File: config.mk
export PLATFORM = sky130hd
export DESIGN_NAME = egress_lane_serializer_flat
export DESIGN_NICKNAME = d
export VERILOG_FILES = /design/src/rtl/egress_lane_serializer_if.sv /design/src/rtl/egress_lane_serializer.sv /design/src/flat_wrapper.sv
export SDC_FILE = /design/constraint.sdc
export NUM_CORES = 1
export LEC_CHECK = 0
export ABC_AREA = 1
export CORE_ASPECT_RATIO = 1.5
export CORE_MARGIN = 2
export CORE_UTILIZATION = 58
export DETAILED_ROUTE_END_ITERATION = 8
export HOLD_SLACK_MARGIN = 0.08
export PLACE_DENSITY = 0.78
export REMOVE_ABC_BUFFERS = 1
export SYNTH_ARGS = -nofsm -noshare
export SYNTH_HDL_FRONTEND = slang
export SYNTH_SLANG_ARGS = --single-unit
export TNS_END_PERCENT = 5
File: constraint.sdc
create_clock -name clk -period 5.1 [get_ports clk]
set_clock_uncertainty 0.2 [all_clocks]
set_input_delay 0.765 -clock clk [delete_from_list [all_inputs] [get_ports clk]]
set_output_delay 0.765 -clock clk [all_outputs]
set_load 0.05 [all_outputs]
File: src/rtl/egress_lane_serializer_if.sv
// ---------------------------------------------------------------------------
// egress_lane_serializer_if
//   Groups the handshake and status signals of the egress lane serializer.
//   The serializer accepts 64-bit words and emits them as four 16-bit beats.
//
//   Signals
//     in_data    [63:0]  word from the off-chip channel output stage
//     in_valid           in_data valid
//     in_ready           serializer can accept a word this cycle
//     out_data   [15:0]  current lane beat
//     out_valid          out_data valid
//     out_ready          downstream accepts the beat
//     out_last           current beat is lane 3 of its word
//     word_cnt   [7:0]   words fully emitted, modulo 256
//     fifo_level         occupied FIFO entries, 0..DEPTH
//
//   Modports
//     master  the serializer's own view (drives ready/out/status)
//     slave   the surrounding logic's view (drives in_*, out_ready)
// ---------------------------------------------------------------------------
interface egress_lane_serializer_if #(
  parameter int DEPTH = 4
);
  localparam int LVL_W = $clog2(DEPTH) + 1;

  logic [63:0]      in_data;
  logic             in_valid;
  logic             in_ready;
  logic [15:0]      out_data;
  logic             out_valid;
  logic             out_ready;
  logic             out_last;
  logic [7:0]       word_cnt;
  logic [LVL_W-1:0] fifo_level;

  modport master (
    input  in_data, in_valid, out_ready,
    output in_ready, out_data, out_valid, out_last, word_cnt, fifo_level
  );

  modport slave (
    output in_data, in_valid, out_ready,
    input  in_ready, out_data, out_valid, out_last, word_cnt, fifo_level
  );
endinterface

File: src/rtl/egress_lane_serializer.sv
// ---------------------------------------------------------------------------
// egress_lane_serializer
//   Buffers 64-bit words in a DEPTH-entry FIFO and emits each one as four
//   16-bit beats, lane 0 (bits 15:0) first, one beat per cycle while the
//   downstream is ready. The head word is popped on the lane-3 handshake.
//
//   Ports
//     clk   clock, all state on the rising edge
//     rst   synchronous, active-high reset
//     bus   egress_lane_serializer_if.master (see interface for signals)
//
//   Parameter
//     DEPTH FIFO entries, power of two in 2..16
// ---------------------------------------------------------------------------
module egress_lane_serializer #(
  parameter int DEPTH = 4
) (
  input  logic                      clk,
  input  logic                      rst,
  egress_lane_serializer_if.master  bus
);
  localparam int PTR_W = $clog2(DEPTH);
  localparam int LVL_W = $clog2(DEPTH) + 1;

  // Storage is small, so it is read asynchronously: a word written in cycle N
  // must already drive lane 0 in cycle N+1.
  logic [63:0]      r_mem [DEPTH];
  logic [PTR_W-1:0] r_wr_ptr;
  logic [PTR_W-1:0] r_rd_ptr;
  logic [LVL_W-1:0] r_level;
  logic [1:0]       r_beat;
  logic [7:0]       r_word_cnt;

  logic        w_in_ready;
  logic        w_out_valid;
  logic        w_push;
  logic        w_beat_hs;
  logic        w_pop;
  logic [63:0] w_head;
  logic [15:0] w_lane [4];

  // in_ready looks only at the registered level (never at out_ready), so a
  // full FIFO refuses a word even in the cycle its head is popped.
  assign w_in_ready  = !rst && (r_level < LVL_W'(DEPTH));
  // Level clears only at the reset edge, so gate with rst to keep the
  // outputs quiet during the whole reset cycle.
  assign w_out_valid = !rst && (r_level != '0);

  assign w_push    = bus.in_valid && w_in_ready;
  assign w_beat_hs = w_out_valid && bus.out_ready;
  assign w_pop     = w_beat_hs && (r_beat == 2'd3);

  assign w_head = r_mem[r_rd_ptr];

  for (genvar gi = 0; gi < 4; gi++) begin : g_lane
    assign w_lane[gi] = w_head[16*gi +: 16];
  end

  assign bus.in_ready   = w_in_ready;
  assign bus.out_valid  = w_out_valid;
  assign bus.out_data   = w_out_valid ? w_lane[r_beat] : 16'h0000;
  assign bus.out_last   = w_out_valid && (r_beat == 2'd3);
  assign bus.word_cnt   = r_word_cnt;
  assign bus.fifo_level = r_level;

  // Storage has no reset; stale contents are unreachable once level is 0.
  always_ff @(posedge clk) begin
    if (w_push) begin
      r_mem[r_wr_ptr] <= bus.in_data;
    end
  end

  always_ff @(posedge clk) begin
    if (rst) begin
      r_wr_ptr   <= '0;
      r_rd_ptr   <= '0;
      r_level    <= '0;
      r_beat     <= '0;
      r_word_cnt <= '0;
    end else begin
      if (w_push) begin
        r_wr_ptr <= r_wr_ptr + PTR_W'(1);
      end
      // Beat index wraps 3 -> 0 naturally in two bits, which lines up with
      // the pop of the head word.
      if (w_beat_hs) begin
        r_beat <= r_beat + 2'd1;
      end
      if (w_pop) begin
        r_rd_ptr   <= r_rd_ptr + PTR_W'(1);
        r_word_cnt <= r_word_cnt + 8'd1;
      end
      case ({w_push, w_pop})
        2'b10:   r_level <= r_level + LVL_W'(1);
        2'b01:   r_level <= r_level - LVL_W'(1);
        default: r_level <= r_level;
      endcase
    end
  end
endmodule

File: src/flat_wrapper.sv
// flat-port wrapper written by rule: the top's interface ports become plain ports
module egress_lane_serializer_flat 
#(
  parameter int DEPTH = 4
)
  (clk, rst, bus_in_data, bus_in_valid, bus_out_ready, bus_in_ready, bus_out_data, bus_out_valid, bus_out_last, bus_word_cnt, bus_fifo_level);
  egress_lane_serializer_if #(.DEPTH(DEPTH)) bus_i ();
  input  logic clk;
  input  logic rst;
  input wire logic [$bits(bus_i.in_data)-1:0] bus_in_data;
  input wire logic [$bits(bus_i.in_valid)-1:0] bus_in_valid;
  input wire logic [$bits(bus_i.out_ready)-1:0] bus_out_ready;
  output wire logic [$bits(bus_i.in_ready)-1:0] bus_in_ready;
  output wire logic [$bits(bus_i.out_data)-1:0] bus_out_data;
  output wire logic [$bits(bus_i.out_valid)-1:0] bus_out_valid;
  output wire logic [$bits(bus_i.out_last)-1:0] bus_out_last;
  output wire logic [$bits(bus_i.word_cnt)-1:0] bus_word_cnt;
  output wire logic [$bits(bus_i.fifo_level)-1:0] bus_fifo_level;
  assign bus_i.in_data = bus_in_data;
  assign bus_i.in_valid = bus_in_valid;
  assign bus_i.out_ready = bus_out_ready;
  assign bus_in_ready = bus_i.in_ready;
  assign bus_out_data = bus_i.out_data;
  assign bus_out_valid = bus_i.out_valid;
  assign bus_out_last = bus_i.out_last;
  assign bus_word_cnt = bus_i.word_cnt;
  assign bus_fifo_level = bus_i.fifo_level;
  egress_lane_serializer #(.DEPTH(DEPTH)) u_core (.clk(clk), .rst(rst), .bus(bus_i));
endmodule
* Yosys cells after proc, flatten, opt, wreduce, memory -nomap -nowiden
Memory sizes are Yosys's and may differ from the RTL's. A register that Yosys moved wholly into a read port is not among the register bits.
Cells that the tools add are included.
** Storage, ports and cells
- Register bits after elaboration :: 17
- RAM bits :: 256
- Output and inout port bits :: 30
- Logic and storage cells :: 36
- Memories kept :: 1
** Memories
- u_core.r_mem :: depth 4, width 64, read ports 1, clocked after Yosys merged registers in 1, wr ports 1, RTL line egress_lane_serializer.sv:27 : logic [63:0] r_mem [DEPTH];
** Operators by class
- Add/subtract/negate cells :: 6
- Order comparisons :: 2
- Eq/ne operators :: 3
- Muxes and demuxes :: 9
- Bitwise gates (word level) :: 1
- Reduce and logical (&&, ||, !) cells :: 9
** Operators with widths (number)
- $mux 16 :: 3
- $bmux 16 s2 :: 1
- $add 8x1->8 const B :: 1
- $add 2x1->2 const B :: 3
- $logic_and 1x1->1 :: 6
- $pmux 3 s2 :: 1
- $eq 2x2->1 const B :: 2
- $mux 2 :: 2
- $add 3x1->3 const B :: 1
- $ge 3x3->1 const B :: 1
- $lt 3x3->1 const B :: 1
- $not 2->3 :: 1
- $reduce_bool 3->1 :: 1
- $sub 3x1->3 const B :: 1
- $eq 2x1->1 const B :: 1
- $mux 1 :: 2
- $reduce_bool 2->1 :: 1
- $logic_not 1->1 :: 1

* Depth between registers and ports, before layout
Gate-level depths: netlist of run 1.
- Word-level depth :: 6
- Depth in mapped cells :: 12

* Least setup slack after synthesis of run 1
No wires, ideal clock.
- Path type :: input -> register
- Start point :: in rst
- End point :: mem u_core.r_mem[0][0], enable pin
- Data arrival time :: 4712 ps
- Required time :: 4413 ps
- Setup slack :: -299 ps
- Stages :: 4
- Buffers on the path :: 1
- Cell sequence :: buf_2 > nor2_1 > nand2_1 > nor2_1
** On the way
- Word-level cells in the longest chain between the ends :: 5
** Ends and longest elaborated chain
- from (decl) :: RTL line flat_wrapper.sv:9 : input logic rst;
- $logic_not 1->1 :: RTL line egress_lane_serializer.sv:44 : assign w_in_ready = !rst && (r_level < LVL_W'(DEPTH));
- $logic_and 1x1->1 :: RTL line egress_lane_serializer.sv:44
- via bus_in_ready :: RTL line flat_wrapper.sv:13 : output wire logic [$bits(bus_i.in_ready)-1:0] bus_in_ready;
- $logic_and 1x1->1 :: RTL line egress_lane_serializer.sv:49 : assign w_push = bus.in_valid && w_in_ready;
- $mux 1 :: RTL line egress_lane_serializer.sv:68 : if (w_push) begin
- $mux 1 (not written as such) :: RTL line egress_lane_serializer.sv:69 : r_mem[r_wr_ptr] <= bus.in_data;
- to (decl) :: RTL line egress_lane_serializer.sv:27
The timed path passes the listed nets, and every way through them passes these cells.

==> out/metrics.csv, run 1 <==
stage,metric,value,unit
min_path,hp-class,flop to flop,
global_routing,grt_pass1_wl,38800,um
floorplan,num_io_pins,98,
place,hpwl,14000,um
timing,period_share,79.6,%
cts,clock-root-buffer,clkbuf_16,
setup_path,worst_ep_arrival_time,3.09,ns
setup_path,worst_r2r_path_depth,11,
timing,rsz0062_at_grt,no,
global_routing,antenna_found_initial,1,
timing,fin_crit,4.06,ns
floorplan,die-area,22000,um^2
drt,routedWlPerCell,15.6,um
yosys,ys_ff_latch,275,
setup_path,ff2ff_setup_slack,2.35,ns
place,place_congestion,0.750,
global_routing,grt_overflow,0,
yosys,syn_inst,1210,
yosys,synth_cell_types,22,
yosys,synth_area,12000,um^2
floorplan,fp.dieH,181,um
setup_path,path_max_fanout,58,
pwr,p_per_area,335,nW/um^2
cts,clk_pin_slew,0.07,ns
setup_path,cp-endpoint,bus_out_data[11],
final_layout,drive_gt1_share,6.39,%
cts,clock_latency,0.52,ns
final_layout,syn2layout_area_growth,17.0,%
timing,holdWs,0.300,ns
setup_path,setup.worst_path.start_class,flop,
cts,htreeDepth,1,
timing,tns,0,ns
drt,final_antenna_net_count,0,
pwr,swShare,20.1,%
pwr,seq_power_share,53.6,%
cts,tritoncts,done,
cts,cts_buffers,24,
pwr,clockPowerShare,40.9,%
drt,drc_errors,0,
pwr,p_leak,6.05,nW
final_layout,nNetsFinal,1372,
yosys,syn_avg_cell_area,9.95,um^2
cts,ctsHoldBuffers,0,
floorplan,rows,64,
setup_path,crit_path_end_kind,primary output,
yosys,synth_warnings,0,
timing,final-hold-violation-count,0,
floorplan,start_util,59.0,%
cts,ctsResizeCount,0,
drt,drt_pass1_iterations,5,
global_routing,grt_pass1_vias,8060,
setup_path,worstPathRequired,4.14,ns
pwr,total_power,4.72,mW
setup_path,r2r_end,u_core.bus.fifo_level[2],
global_routing,track_usage,22.7,%
drt,vias,8232,
pwr,power.internal,3.77,mW
floorplan,core_region_area,20400,um^2
cts,clk_path_buf_depth,3,
floorplan,die_w,122,um
cts,cts_sinks,275,
pwr,p_sw,0.950,mW
timing,worst_pin_slew,0.897,ns
pwr,comb_power_share,5.5,%
timing,slew_violations,0,
setup_path,path_class,flop to primary output,
setup_path,worst_r2r_startpoint,u_core.r_beat[0],
run_status,status,"finished, final reports clean",
place,port_buffers,97,
pwr,ir_worst_vdd,0.255,mV
drt,vias_per_cell,5.21,
timing,setup_viol,0,
timing,clock.fmax,246,MHz
drt,first_iter_violations,798,
job,cap_violations,0,
final_layout,fillers,1415,
timing,slew_headroom,40.2,%
global_routing,grt_max_degree,73,
drt,wl,24600,um
yosys,ys_seq_area_share,67.0,%
final_layout,final_core_util,69.0,%
cts,post_cts_buffers,0,
[power by group through the flow]
stage / sequential (mW) / combinational [mW] / clock [mW]
global route: 2.53 / 0.283 / 2.04
CTS: 2.53 / 0.261 / 1.94
detailed placement: 2.58 / 0.259 / 0
global placement: 2.58 / 0.252 / 0
finish: 2.53 / 0.260 / 1.93
floorplan: 2.59 / 0.118 / 0
[worst min path at each step]
stage / start / to / depth (start not counted)
detailed placement: u_core.r_rd_ptr[1] / flop / 2
CTS: u_core.r_rd_ptr[1] / flop / 2
floorplan: u_core.r_rd_ptr[1] / flop / 2
finish: u_core.r_rd_ptr[1] / flop / 2
global placement: u_core.r_rd_ptr[1] / flop / 2
global route: u_core.r_rd_ptr[1] / flop / 2
[Yosys cell counts, drive strengths merged]
cell,instances,share of area (%)
inv,246,7.7
nand3,178,7.4
a21oi,35,1.5
dfxtp,19,3.2
buf,44,1.8
nand4,1,0.052
fa,1,0.17
clkbuf,11,0.34
ha,7,0.73
edfxtp,256,64
nand3b,1,0.062
o21ai,6,0.25
clkinv,1,0.031
nand2,369,12
xor2,6,0.44
nor2,29,0.97
[kinds of logic after synthesis]
kind of cell	synth area share, %
AOI/OAI and AO/OA	1.80
xor gates and xnor gates	0.436
adders and majority gates	0.893
buffers and inverters	9.86
DFF	67.0
and+or+nand+nor	20.0
[final cells by class]
| class | count | area (um^2) | area share [%] |
|---|---|---|---|
| well taps | 264 | 330 | 2.34 |
| multi-input cells | 633 | 2820 | 20.0 |
| inverters | 247 | 930 | 6.60 |
| repair buffers | 115 | 1070 | 7.62 |
| clock buffers | 31 | 722 | 5.12 |
| clock inverters | 13 | 144 | 1.02 |
| flip-flops and latches | 275 | 8070 | 57.3 |
| diodes | 1 | 2.50 | 0.0178 |
[state kept, by name, summed over array words and instances (netlist names), named ones only]
signal,count
u_core.r_mem,256
u_core.r_wr_ptr,2
u_core.r_beat,2
u_core.bus.fifo_level,3
u_core.bus.word_cnt,8
u_core.r_rd_ptr,2
[worst max-delay path, cell delays in order, from the launching register on]
cell and delay (ns):
dfxtp_4 0.57, buf_4 0.59, nand2_1 0.10, nand2_1 0.09, nand2_1 0.05, nand3_1 0.10, a21oi_1 0.10, nor2_1 0.14
clkdlybuf4s50_1 0.81
[cell usage in the layout (no fill, tap or decap)]
| cell | netlist | layout |
|---|---|---|
| dfxtp_2 | 0 | 2 |
| inv_1 | 244 | 243 |
| clkinv_4 | 0 | 1 |
| fa_1 | 1 | 1 |
| nand3b_1 | 1 | 1 |
| o21ai_0 | 6 | 6 |
| nor2_1 | 28 | 24 |
| a21oi_4 | 1 | 1 |
| nand2_4 | 1 | 1 |
| clkinvlp_4 | 0 | 1 |
| ha_1 | 7 | 7 |
| nand4_1 | 1 | 1 |
| dfxtp_1 | 19 | 16 |
| clkinv_1 | 1 | 3 |
| clkbuf_1 | 11 | 2 |
| edfxtp_1 | 256 | 256 |
| clkinv_2 | 0 | 6 |
| a21oi_1 | 34 | 34 |
| clkdlybuf4s50_1 | 0 | 84 |
| nand2_1 | 368 | 368 |
| inv_4 | 0 | 1 |
| dfxtp_4 | 0 | 1 |
| clkbuf_16 | 0 | 28 |
| nor2_4 | 1 | 5 |
| buf_4 | 0 | 31 |
| xor2_1 | 6 | 6 |
| bufinv_16 | 0 | 3 |
| diode_2 | 0 | 1 |
| clkbuf_8 | 0 | 1 |
| inv_2 | 2 | 2 |
| nand3_1 | 178 | 178 |
[metal layers]
| metal | routed length, um | vias up | track usage, % |
|---|---|---|---|
| met2 | 12800 | 319 | 40.9 |
| met5 | 0 | - | 0 |
| met4 | 745 | 0 | 8.37 |
| met3 | 1720 | 61 | 3.42 |
| li1 | - | 4020 | - |
| met1 | 9400 | 3832 | 27.5 |
[stage by stage]
stage | setup WS, ns | cells | cell area [um^2]
after detailed placement | 1.30 | 1534 | 13200
after CTS | 1.03 | 1578 | 14100
after global routing | 0.825 | 1578 | 14100
after global placement | 1.28 | 1534 | 13200
final | 1.04 | 1579 | 14100
after floorplan | -1.87 | 1155 | 11800
Note: power is estimated with default switching activity, not from simulation.
==> run 2, diff against run 1 <==
Clock period 5.1 ns to 4.2 ns, I/O delays scaled along.
==> out/metrics.csv, run 2 (synthesized netlist as in run 1, its figures left out) <==
stage,metric,value,unit,change
run_status,status,"finished, final reports clean",,
setup_path,setup.worst_path.start_class,primary input,,
drt,vias_per_cell,5.24,,+0.43%
setup_path,path_max_fanout,16,,-72%
final_layout,multi_input_area,2820,um^2,unchanged
setup_path,ff2ff_setup_slack,1.47,ns,-0.88 ns
cts,clock_latency,0.52,ns,about the same
timing,final-hold-violation-count,0,,unchanged
timing,holdWs,0.303,ns,+0.00391 ns
global_routing,grt_pass1_wl,41200,um,+6.1%
cts,ctsResizeCount,0,,unchanged
timing,clock.fmax,286,MHz,
pwr,clockPowerShare,41.0,%,about the same
timing,setup_viol,0,,unchanged
final_layout,most-common-layout-cells,"nand2_1, edfxtp_1, inv_1",,
timing,worst_slack,0.706,ns,-0.335 ns
pwr,comb_power_share,6.0,%,+0.5 points
timing,slew_headroom,42.2,%,+2.1 points
floorplan,die-area,22000,um^2,unchanged
final_layout,antennaDiodeCount,0,,-1
floorplan,start_util,59.0,%,unchanged
global_routing,grt_overflow,0,,unchanged
cts,tritoncts,done,,
timing,rsz0062_at_grt,no,,
cts,htreeDepth,1,,unchanged
timing,slew_violations,0,,unchanged
cts,cts_sinks,275,,unchanged
drt,routedWlPerCell,16.3,um,+4.7%
setup_path,path_class,primary input to primary output,,
global_routing,track_usage,24.0,%,+1.2 points
pwr,p_per_area,404,nW/um^2,+21%
min_path,hp-class,flop to flop,,
floorplan,rows,64,,unchanged
global_routing,grt_max_degree,129,,+77%
timing,fin_crit,3.49,ns,
cts,clk_path_buf_depth,3,,unchanged
setup_path,worst_r2r_path_depth,11,,unchanged
place,hpwl,14500,um,+4.2%
timing,worst_pin_slew,0.867,ns,-0.0300 ns
floorplan,core_region_area,20400,um^2,unchanged
cts,post_cts_buffers,0,,unchanged
cts,clk_pin_slew,0.06,ns,about the same
final_layout,fillers,1397,,-1.3%
place,place_ws,0.712,ns,-0.585 ns
pwr,p_leak,6.10,nW,+0.79%
pwr,ir_worst_vdd,0.431,mV,+69%
final_layout,final_common_cell,nand2_1,,
drt,vias,8262,,+0.36%
setup_path,worstPathRequired,3.37,ns,-0.77 ns
final_layout,regMostFlops,u_core.r_mem,,
pwr,power.internal,4.62,mW,+22%
pwr,swShare,20.3,%,+0.17 points
floorplan,fp.dieH,181,um,unchanged
setup_path,worst_r2r_startpoint,u_core.r_beat[0],,
pwr,seq_power_share,53.1,%,-0.5 points
setup_path,crit_path_end_kind,primary output,,
final_layout,syn2layout_area_growth,18.9,%,
floorplan,die_w,122,um,unchanged
setup_path,cp-endpoint,bus_out_last,,
final_layout,nNetsFinal,1374,,+0.15%
drt,final_antenna_net_count,0,,unchanged
timing,period_share,83.2,%,
global_routing,grt_pass1_vias,8164,,+1.3%
drt,first_iter_violations,795,,-0.38%
floorplan,num_io_pins,98,,unchanged
job,cap_violations,0,,unchanged
drt,drt_pass1_iterations,5,,unchanged
final_layout,largest_reg_flops,256,,unchanged
final_layout,seq_area,8070,um^2,unchanged
place,place_congestion,0.775,,+3.4%
drt,wl,25800,um,+4.6%
setup_path,critPathLaunch,rst,,
setup_path,worst_ep_arrival_time,2.66,ns,-0.43 ns
global_routing,antenna_found_initial,0,,-1
cts,ctsHoldBuffers,0,,unchanged
cts,clock-root-buffer,clkbuf_16,,
final_layout,drive_gt1_share,6.39,%,unchanged
place,port_buffers,97,,unchanged
pwr,p_sw,1.18,mW,+24%
setup_path,r2r_end,u_core.bus.fifo_level[2],,
drt,drc_errors,0,,unchanged
cts,cts_buffers,25,,+4.2%
## run 2: routing by layer
metal | vias to the layer above | part of all wire, % | track usage [%] | wire, um
li1 | 4027 | - | - | -
met5 | - | 0 | 0 | 0
met3 | 51 | 7.2 | 3.16 | 1850
met2 | 336 | 53 | 42.9 | 13600
met1 | 3848 | 38 | 29.4 | 9680
met4 | 0 | 2.4 | 8.92 | 606
## run 2: how the worst min path moves through the flow
stage	start	endpoint	slack [ns]	cells after the start
6_report	u_core.bus.word_cnt[3]	u_core.bus.word_cnt[3]	0.30	2
5_1_grt	u_core.bus.word_cnt[3]	u_core.bus.word_cnt[3]	0.33	2
4_1_cts	u_core.bus.word_cnt[3]	u_core.bus.word_cnt[3]	0.31	2
3_5_place_dp	u_core.bus.word_cnt[3]	u_core.bus.word_cnt[3]	0.29	2
3_3_place_gp	u_core.r_rd_ptr[1]	flop	0.28	2
2_1_floorplan	u_core.r_rd_ptr[1]	flop	0.26	2
## run 2: worst max-delay path: stages
cell and delay, ns:
clkdlybuf4s50_1 0.73, inv_1 0.27, nand2_1 0.07, nor2_1 0.13, clkdlybuf4s50_1 0.83
## run 2: power by group through the flow
stage	sequential (mW)	clock [mW]	combinational (mW)
after floorplan	3.14	0	0.143
after global placement	3.13	0	0.337
after detailed placement	3.13	0	0.344
after CTS	3.07	2.40	0.347
after global routing	3.08	2.50	0.375
final	3.07	2.37	0.346
## run 2: metrics by stage
step | instances | instance area, um^2 | setup TNS, ns | utilization, % | total power [mW]
final | 1578 | 14300 | 0 | 70.2 | 5.79
after global routing | 1578 | 14300 | 0 | 70.2 | 5.95
after CTS | 1578 | 14300 | 0 | 70.2 | 5.82
after detailed placement | 1535 | 13500 | 0 | 66.0 | 3.48
after global placement | 1535 | 13500 | 0 | 66.0 | 3.47
after floorplan | 1155 | 11800 | -274.60 | - | 3.29
## run 2: layout make-up
| cell class | instances | area share (%) |
|---|---|---|
| flip-flops and latches | 275 | 56.4 |
| inverters | 247 | 6.49 |
| clock inverters | 11 | 1.31 |
| clock buffers | 32 | 4.62 |
| multi-input cells | 633 | 19.7 |
| repair buffers | 116 | 9.22 |
| well taps | 264 | 2.31 |
